## src/rtl/approx_seq_mul_if.sv

```systemverilog
// Handshake/data bundle for the approximate sequential multiplier.
// The driving side uses master; the multiplier uses slave.
interface approx_seq_mul_if #(
    parameter int W = 8
);
    logic           start;
    logic [W-1:0]   a;
    logic [W-1:0]   b;
    logic           busy;
    logic           done;
    logic [2*W-1:0] p;

    modport master (output start, a, b, input busy, done, p);
    modport slave  (input start, a, b, output busy, done, p);
endinterface

```

## src/rtl/approx_seq_mul.sv

```systemverilog
// Radix-2 shift-add unsigned multiplier, one multiplier bit per clock.
// The low APPROX_BITS accumulator columns use carry-free OR cells.
module approx_seq_mul #(
    parameter int W           = 8,
    parameter int APPROX_BITS = 0
) (
    input  logic            clk,
    input  logic            rst,
    approx_seq_mul_if.slave bus
);
    localparam int CW = (W > 1) ? $clog2(W) : 1;

    typedef enum logic [1:0] {S_IDLE, S_RUN, S_DONE} state_t;

    state_t         r_state;
    logic [W-1:0]   r_a;
    logic [W-1:0]   r_b;
    logic [2*W-1:0] r_acc;
    logic [2*W-1:0] r_p;
    logic [CW-1:0]  r_cnt;
    logic           r_busy;
    logic           r_done;

    logic [2*W-1:0] w_addend;
    logic [2*W-1:0] w_sum;

    assign w_addend = r_b[0] ? ({{W{1'b0}}, r_a} << r_cnt) : '0;

    // Approximate columns generate no carry, so the exact upper add starts with carry-in 0.
    generate
        if (APPROX_BITS == 0) begin : g_exact
            assign w_sum = r_acc + w_addend;
        end else begin : g_approx
            assign w_sum[APPROX_BITS-1:0]     = r_acc[APPROX_BITS-1:0] | w_addend[APPROX_BITS-1:0];
            assign w_sum[2*W-1:APPROX_BITS]   = r_acc[2*W-1:APPROX_BITS] + w_addend[2*W-1:APPROX_BITS];
        end
    endgenerate

    always_ff @(posedge clk or posedge rst) begin
        if (rst) begin
            r_state <= S_IDLE;
            r_a     <= '0;
            r_b     <= '0;
            r_acc   <= '0;
            r_p     <= '0;
            r_cnt   <= '0;
            r_busy  <= 1'b0;
            r_done  <= 1'b0;
        end else begin
            r_done <= 1'b0;
            case (r_state)
                S_RUN: begin
                    r_acc <= w_sum;
                    r_b   <= r_b >> 1;
                    r_cnt <= r_cnt + CW'(1);
                    if (r_cnt == CW'(W - 1)) begin
                        r_p     <= w_sum;
                        r_busy  <= 1'b0;
                        r_done  <= 1'b1;
                        r_state <= S_DONE;
                    end
                end
                // IDLE and DONE accept identically, giving back-to-back issue from DONE.
                default: begin
                    if (bus.start) begin
                        r_a     <= bus.a;
                        r_b     <= bus.b;
                        r_acc   <= '0;
                        r_cnt   <= '0;
                        r_busy  <= 1'b1;
                        r_state <= S_RUN;
                    end else begin
                        r_state <= S_IDLE;
                    end
                end
            endcase
        end
    end

    assign bus.busy = r_busy;
    assign bus.done = r_done;
    assign bus.p    = r_p;
endmodule

```

## src/flat_wrapper.sv

```systemverilog
// flat-port wrapper written by rule: the top's interface ports become plain ports
module approx_seq_mul_flat 
#(
    parameter int W           = 8,
    parameter int APPROX_BITS = 0
)
  (clk, rst, bus_start, bus_a, bus_b, bus_busy, bus_done, bus_p);
  approx_seq_mul_if #(.W(W)) bus_i ();
  input  logic clk;
  input  logic rst;
  input wire logic [$bits(bus_i.start)-1:0] bus_start;
  input wire logic [$bits(bus_i.a)-1:0] bus_a;
  input wire logic [$bits(bus_i.b)-1:0] bus_b;
  output wire logic [$bits(bus_i.busy)-1:0] bus_busy;
  output wire logic [$bits(bus_i.done)-1:0] bus_done;
  output wire logic [$bits(bus_i.p)-1:0] bus_p;
  assign bus_i.start = bus_start;
  assign bus_i.a = bus_a;
  assign bus_i.b = bus_b;
  assign bus_busy = bus_i.busy;
  assign bus_done = bus_i.done;
  assign bus_p = bus_i.p;
  approx_seq_mul #(.W(W), .APPROX_BITS(APPROX_BITS)) u_core (.clk(clk), .rst(rst), .bus(bus_i));
endmodule
```

## config.mk

```make
export PLATFORM = sky130hd
export DESIGN_NAME = approx_seq_mul_flat
export DESIGN_NICKNAME = d
export VERILOG_FILES = /design/src/rtl/approx_seq_mul_if.sv /design/src/rtl/approx_seq_mul.sv /design/src/flat_wrapper.sv
export SDC_FILE = /design/constraint.sdc
export NUM_CORES = 1
export LEC_CHECK = 0
export BUFFER_PORTS_ARGS = -buffer_cell sky130_fd_sc_hd__buf_4
export CAP_MARGIN = 5
export CORE_ASPECT_RATIO = 0.9
export CORE_MARGIN = 2
export CORE_UTILIZATION = 30
export CTS_CLUSTER_SIZE = 25
export DETAILED_ROUTE_END_ITERATION = 8
export SLEW_MARGIN = 20
export SYNTH_ARGS = -nofsm -noshare
export SYNTH_HDL_FRONTEND = slang
export SYNTH_SLANG_ARGS = --single-unit
```

## constraint.sdc

```tcl
create_clock -name clk -period 4.39 [get_ports clk]
set_input_delay 0.878 -clock clk [delete_from_list [all_inputs] [get_ports clk]]
set_output_delay 0.878 -clock clk [all_outputs]
set_load 0.005 [all_outputs]
```

==> results of run 1 <==
-- flip-flops by register name, summed over array words and instances, names as in the netlist --
signal and count:
u_core.bus.busy 1, u_core.r_acc 16, u_core.r_a 8, u_core.r_cnt 3, u_core.bus.p 16, u_core.bus.done 1, u_core.r_state 2, u_core.r_b 8
-- cells by family after synthesis --
| logic type | share of synthesized area |
|---|---|
| AO/OA/AOI/OAI | 0.161 |
| XOR/XNOR | 0.0317 |
| adder cells (fa/ha/maj) | 0.0702 |
| buffers and inverters | 0.0362 |
| flip-flops | 0.415 |
| multiplexers | 0.0951 |
| AND/OR/NAND/NOR | 0.191 |
-- cells in the final DEF (no fill, tap or decap), types with 6 or more instances in the layout --
| master | instances |
|---|---|
| a21oi_1 | 14 |
| buf_4 | 40 |
| dfrtp_1 | 55 |
| ha_1 | 17 |
| inv_1 | 10 |
| mux2_2 | 12 |
| mux2i_1 | 18 |
| nand2_1 | 48 |
| nand2b_1 | 6 |
| nand3_1 | 6 |
| nand3b_1 | 15 |
| nor2_1 | 22 |
| o21ai_0 | 46 |
| xnor2_1 | 6 |
| xor2_1 | 6 |
-- cells in the mapped netlist, types with 2 or more instances --
| cell | count |
|---|---|
| and2_1 | 3 |
| a21oi_1 | 14 |
| mux2i_1 | 18 |
| o21ai_0 | 46 |
| inv_1 | 11 |
| clkbuf_1 | 16 |
| xor2_1 | 6 |
| ha_1 | 17 |
| nor2_1 | 22 |
| a21o_1 | 2 |
| or3_1 | 3 |
| nor3_1 | 2 |
| nand4_1 | 3 |
| and3_1 | 5 |
| buf_2 | 3 |
| nand3_1 | 6 |
| o21bai_1 | 2 |
| nand3b_1 | 15 |
| o31ai_1 | 2 |
| dfrtp_1 | 55 |
| o211a_1 | 2 |
| xnor2_1 | 6 |
| nand2b_1 | 6 |
| nor2b_1 | 4 |
| a31oi_1 | 4 |
| mux2_2 | 12 |
| nand2_1 | 48 |
| a21oi_2 | 2 |
-- critical path, delay by kind of cell, from the launching register on --
kind,cells,cell delay (ps)
flops,1,660
simple gates,3,610
mux,1,400
fa+ha+maj,1,400
compound gates,5,1160
-- layout make-up --
cell class | count | share of cell area
clock buffer | 8 | 0.0405
timing repair buffer | 40 | 0.0778
multi-input combinational | 272 | 0.471
inverter | 11 | 0.0107
sequential | 55 | 0.356
tap | 133 | 0.0431
-- worst min path at each step --
stage                       endpoint        startpoint  slack (ps)
detailed placement   u_core.bus.p[0]   u_core.bus.p[0]         470
floorplan              u_core.r_b[0]     u_core.r_b[1]         450
CTS                  u_core.bus.p[1]   u_core.bus.p[1]         490
global placement       u_core.r_b[5]     u_core.r_b[6]         460
finish               u_core.bus.p[4]   u_core.bus.p[4]         480
global route        u_core.bus.p[13]  u_core.bus.p[13]         520
-- report_power, final --
| part | internal (mW) | switching, mW |
|---|---|---|
| clock | 0.243 | 0.172 |
| combinational | 0.556 | 0.699 |
| sequential | 0.721 | 0.192 |
-- layer usage --
metal | GRT usage | up-vias | wire length [um]
met1 | 0.194 | 1289 | 3760
met4 | 0.0310 | 0 | 59
met5 | 0 | - | 0
met3 | 0.0275 | 4 | 263
met2 | 0.194 | 57 | 3330
li1 | - | 1316 | -
==> impl_metrics.py, run 1 <==
metrics = {
    "run_status": {
        "status": "completed",
    },
    "logic_synthesis": {
        "synthDominantCellAreaShare": 0.415,
        "yosys_warnings": 0,
        "ys_types": 51,
        "syn_inst": 358,
        "synth-seq-cells": 55,
        "synth.area.top_cells": "dfrtp_1 41%, o21ai_0 6.9%, ha_1 6.4%",
        "synthesis.nets": 395,
        "synthArstFlopShare": 1.00,
        "synth.cell_area_um2": 3320,
        "yosysSeqAreaShare": 0.415,
        "yosysTopAreaCell": "dfrtp_1",
        "avgSynthCellArea_um2": 9.27,
        "synth-edff-count": 0,
        "synthFlopType": "dfrtp_1",
    },
    "grt": {
        "first_global_vias": 2551,
        "grt.total_usage": 0.131,
        "antenna_found_initial": 0,
        "grt_max_degree": 34,
        "gr-total-overflow": 0,
        "grt_pass1_wl_mm": 12.6,
    },
    "run": {
        "cap_viol_max_count": 0,
    },
    "placed_design": {
        "dp.cells": 511,
        "placed_area_um2": 3700,
        "pre_cts_ws_ps": 1120,
        "portBuffers": 36,
        "gp_congestion": 0.875,
        "dp_hpwl_mm": 5.60,
    },
    "timing": {
        "skew_ps": 3.14,
        "finalCritPeriodShare": 0.755,
        "rsz0062_at_grt": "false",
        "slew_viol_final": 0,
        "hold_viol": 0,
        "fin_crit_ps": 3310,
        "setup_violations": 0,
        "tightest_slew_ps": 514,
        "fin_setup_tns_ps": 0,
        "setup_ws_ps": 1080,
        "max-slew-margin-rel": 0.657,
        "fmax_ghz": 0.302,
        "whs_ps": 478,
    },
    "clock_tree": {
        "cts_sinks": 55,
        "cts_tree": "yes",
        "insertion_delay_ps": 290,
        "ctsHoldBuffers": 0,
        "post_cts_buffers": 0,
        "clockBufferDepth": 2,
        "cts_htree_levels": 2,
        "cts_buffers": 5,
        "root_buffer": "clkbuf_16",
        "clk_pin_slew_ps": 70,
        "post_cts_resized": 0,
    },
    "final_layout": {
        "fin_util": 0.357,
        "layout-area-overhead-vs-synth_pct": 16.4,
        "finalNonFillerCells": 519,
        "antenna_cells": 0,
        "drive_above_1_share": 0.179,
        "final_nets": 422,
        "seq_area_um2": 1380,
        "fillers": 1119,
        "fin_area_um2": 3860,
        "multi_input_area_um2": 1820,
    },
    "worst_setup_path": {
        "required_ps": 4620,
        "arrival_ps": 3540,
        "slowest_stage": "dfrtp_1",
        "reg2reg_from": "u_core.r_cnt[1]",
        "setup.worst_path.class": "reg2reg",
        "worstRegToRegCells": 10,
        "start_kind": "flip-flop",
        "r2r-end": "u_core.bus.p[15]",
        "cp_max_fo": 14,
        "critical_path.endpoint": "u_core.bus.p[15]",
        "startpoint": "u_core.r_cnt[1]",
        "max_stage_delay_ps": 660,
        "rrSetupSlack_ps": 1080,
        "worstPathCellList": "mux2_2, and2_1, o311a_1, ha_1, a211oi_2, o21bai_1, a31oi_1, o221ai_2, or3_1, nand3_1",
        "worstSetupEndpointType": "flip-flop",
    },
    "die": {
        "pin_count": 37,
        "rows": 36,
        "design.die.area_um2": 11900,
        "die_width_um": 115,
        "core_area_um2": 10800,
        "initial_utilization": 0.307,
        "die_h_um": 104,
    },
    "routing": {
        "firstDrtPassIters": 4,
        "wirelength_mm": 7.41,
        "drt_iter0_markers": 131,
        "vias_per_cell": 5.14,
        "num_vias": 2666,
        "drc_errors": 0,
        "ant_nets": 0,
        "avgRoutedWirePerCell_um": 14.3,
    },
    "power_and_ir_drop": {
        "p_leak_nw": 1.78,
        "p_per_area_nw_per_um2": 669,
        "ir_drop_v": 0.000220,
        "report.power.total_mw": 2.58,
    },
    "worst_hold_path": {
        "min_path_type": "reg2reg",
        "min_path_cells": 2,
    },
}
(Power assumes the default switching activity.)
==> run 2, diff against run 1 <==
==> constraint.sdc (replaced) <==
create_clock -name clk -period 3.3 [get_ports clk]
set_input_delay 0.66 -clock clk [delete_from_list [all_inputs] [get_ports clk]]
set_output_delay 0.66 -clock clk [all_outputs]
set_load 0.005 [all_outputs]
==> run 2 against run 1 <==
  * Critical path depth stayed put
  * Register-to-register slack worse by 840 ps
  * Highest routed layer unchanged
  * Core utilization is 0.13 points higher
  * Clock skew is 1.1 ps higher
==> impl_metrics.py, run 2 (synthesis gave the netlist of run 1 again) <==
metrics = {
    "grt": {
        "grt.total_usage": 0.135,
        "grt_pass1_wl_mm": 12.8,
        "antenna_found_initial": 0,
        "gr-total-overflow": 0,
        "first_global_vias": 2578,
        "grt_max_degree": 56,
    },
    "placed_design": {
        "gp_congestion": 0.890,
        "portBuffers": 36,
        "dp_hpwl_mm": 5.70,
    },
    "timing": {
        "fin_setup_tns_ps": 0,
        "max-slew-margin-rel": 0.530,
        "fmax_ghz": 0.326,
        "finalCritPeriodShare": 0.928,
        "skew_ps": 4.22,
        "hold_viol": 0,
        "fin_crit_ps": 3060,
        "tightest_slew_ps": 705,
        "rsz0062_at_grt": "false",
        "setup_violations": 0,
        "slew_viol_final": 0,
    },
    "routing": {
        "vias_per_cell": 5.10,
        "drt_iter0_markers": 158,
        "drc_errors": 0,
        "firstDrtPassIters": 4,
        "num_vias": 2664,
        "ant_nets": 0,
        "avgRoutedWirePerCell_um": 14.7,
        "wirelength_mm": 7.66,
    },
    "final_layout": {
        "fillers": 1112,
        "most-common-layout-cells": "53 x dfrtp_1, 48 x nand2_1, 46 x o21ai_0, 43 x buf_4, 22 x nor2_1",
        "final_nets": 425,
        "fin_util": 0.358,
        "seq_area_um2": 1380,
        "antenna_cells": 0,
        "final_common_cell": "dfrtp_1",
        "multi_input_area_um2": 1820,
        "drive_above_1_share": 0.193,
        "layout-area-overhead-vs-synth_pct": 16.8,
    },
    "die": {
        "initial_utilization": 0.307,
        "rows": 36,
        "die_h_um": 104,
        "die_width_um": 115,
        "pin_count": 37,
        "core_area_um2": 10800,
        "design.die.area_um2": 11900,
    },
    "worst_setup_path": {
        "start_kind": "flip-flop",
        "worstSetupEndpointType": "flip-flop",
        "arrival_ps": 3240,
        "cp_max_fo": 10,
        "required_ps": 3470,
        "setup.worst_path.class": "reg2reg",
        "reg2reg_from": "u_core.r_cnt[1]",
        "startpoint": "u_core.r_cnt[1]",
    },
    "power_and_ir_drop": {
        "report.power.total_mw": 3.43,
        "ir_drop_v": 0.000390,
        "p_leak_nw": 1.79,
        "p_per_area_nw_per_um2": 885,
    },
    "clock_tree": {
        "clockBufferDepth": 2,
        "clk_pin_slew_ps": 70,
        "cts_buffers": 5,
        "cts_sinks": 55,
        "root_buffer": "clkbuf_16",
        "insertion_delay_ps": 300,
        "cts_tree": "yes",
        "cts_htree_levels": 2,
    },
    "worst_hold_path": {
        "hold_start": "u_core.bus.p[13]",
        "min_path_type": "reg2reg",
    },
    "run": {
        "cap_viol_max_count": 0,
    },
    "run_status": {
        "status": "completed",
    },
}
## run 2: final timing paths
path,end,slack [ps],cells past startpoint
min,u_core.bus.p[13],480,2
max,u_core.r_acc[14],240,10
max reg2reg,u_core.r_acc[14],240,10
min reg2reg,u_core.bus.p[13],480,2
max in group asynchronous,u_core.r_cnt[1],2240,3
min in group asynchronous,u_core.bus.p[0],550,3
## run 2: what timing repair did
item | 4_1_cts | 5_1_grt
setup buffers | 0 | 0
hold buffers | 0 | 0
setup endpoints to repair | 0 | 7
gates resized for setup | 0 | 2
## run 2: area by class of cell
class                      count  share of cell area
multi-input combinational    272               0.470
sequential                    55               0.356
timing repair buffer          43              0.0833
tap                          133              0.0429
clock buffer                   5              0.0323
inverter                      11              0.0107
clock inverter                 3             0.00517
## run 2: stage by stage
step / std cells / hold WS [ps] / instance area [um^2] / setup slack, ps
3_5_place_dp: 514 / 472 / 3730 / 133
6_report: 522 / 480 / 3870 / 237
4_1_cts: 522 / 488 / 3870 / 111
3_3_place_gp: 514 / 464 / 3730 / 156
5_1_grt: 522 / 525 / 3870 / 13.7
2_1_floorplan: 358 / 449 / 3320 / 436
## run 2: per-layer routing
metal	GRT usage	part of all wire
met1	0.199	0.49
met2	0.196	0.45
met3	0.0293	0.044
met4	0.0439	0.014
met5	0	0
## run 2: report_power, final
group | internal [mW] | leakage [nW] | switching (mW)
Combinational | 0.757 | 1.04 | 0.962
Sequential | 0.963 | 0.681 | 0.216
Clock | 0.280 | 0.0658 | 0.252
## run 2: critical path, cell delays in order, from the launching register on
cell and delay, ps:
dfrtp_2 480, mux2_2 370, and2_1 170, o311a_1 360, ha_1 380, and3_1 260
nand3_1 150, a211oi_1 90, nor4_1 370, xor2_1 210, o21ai_0 90
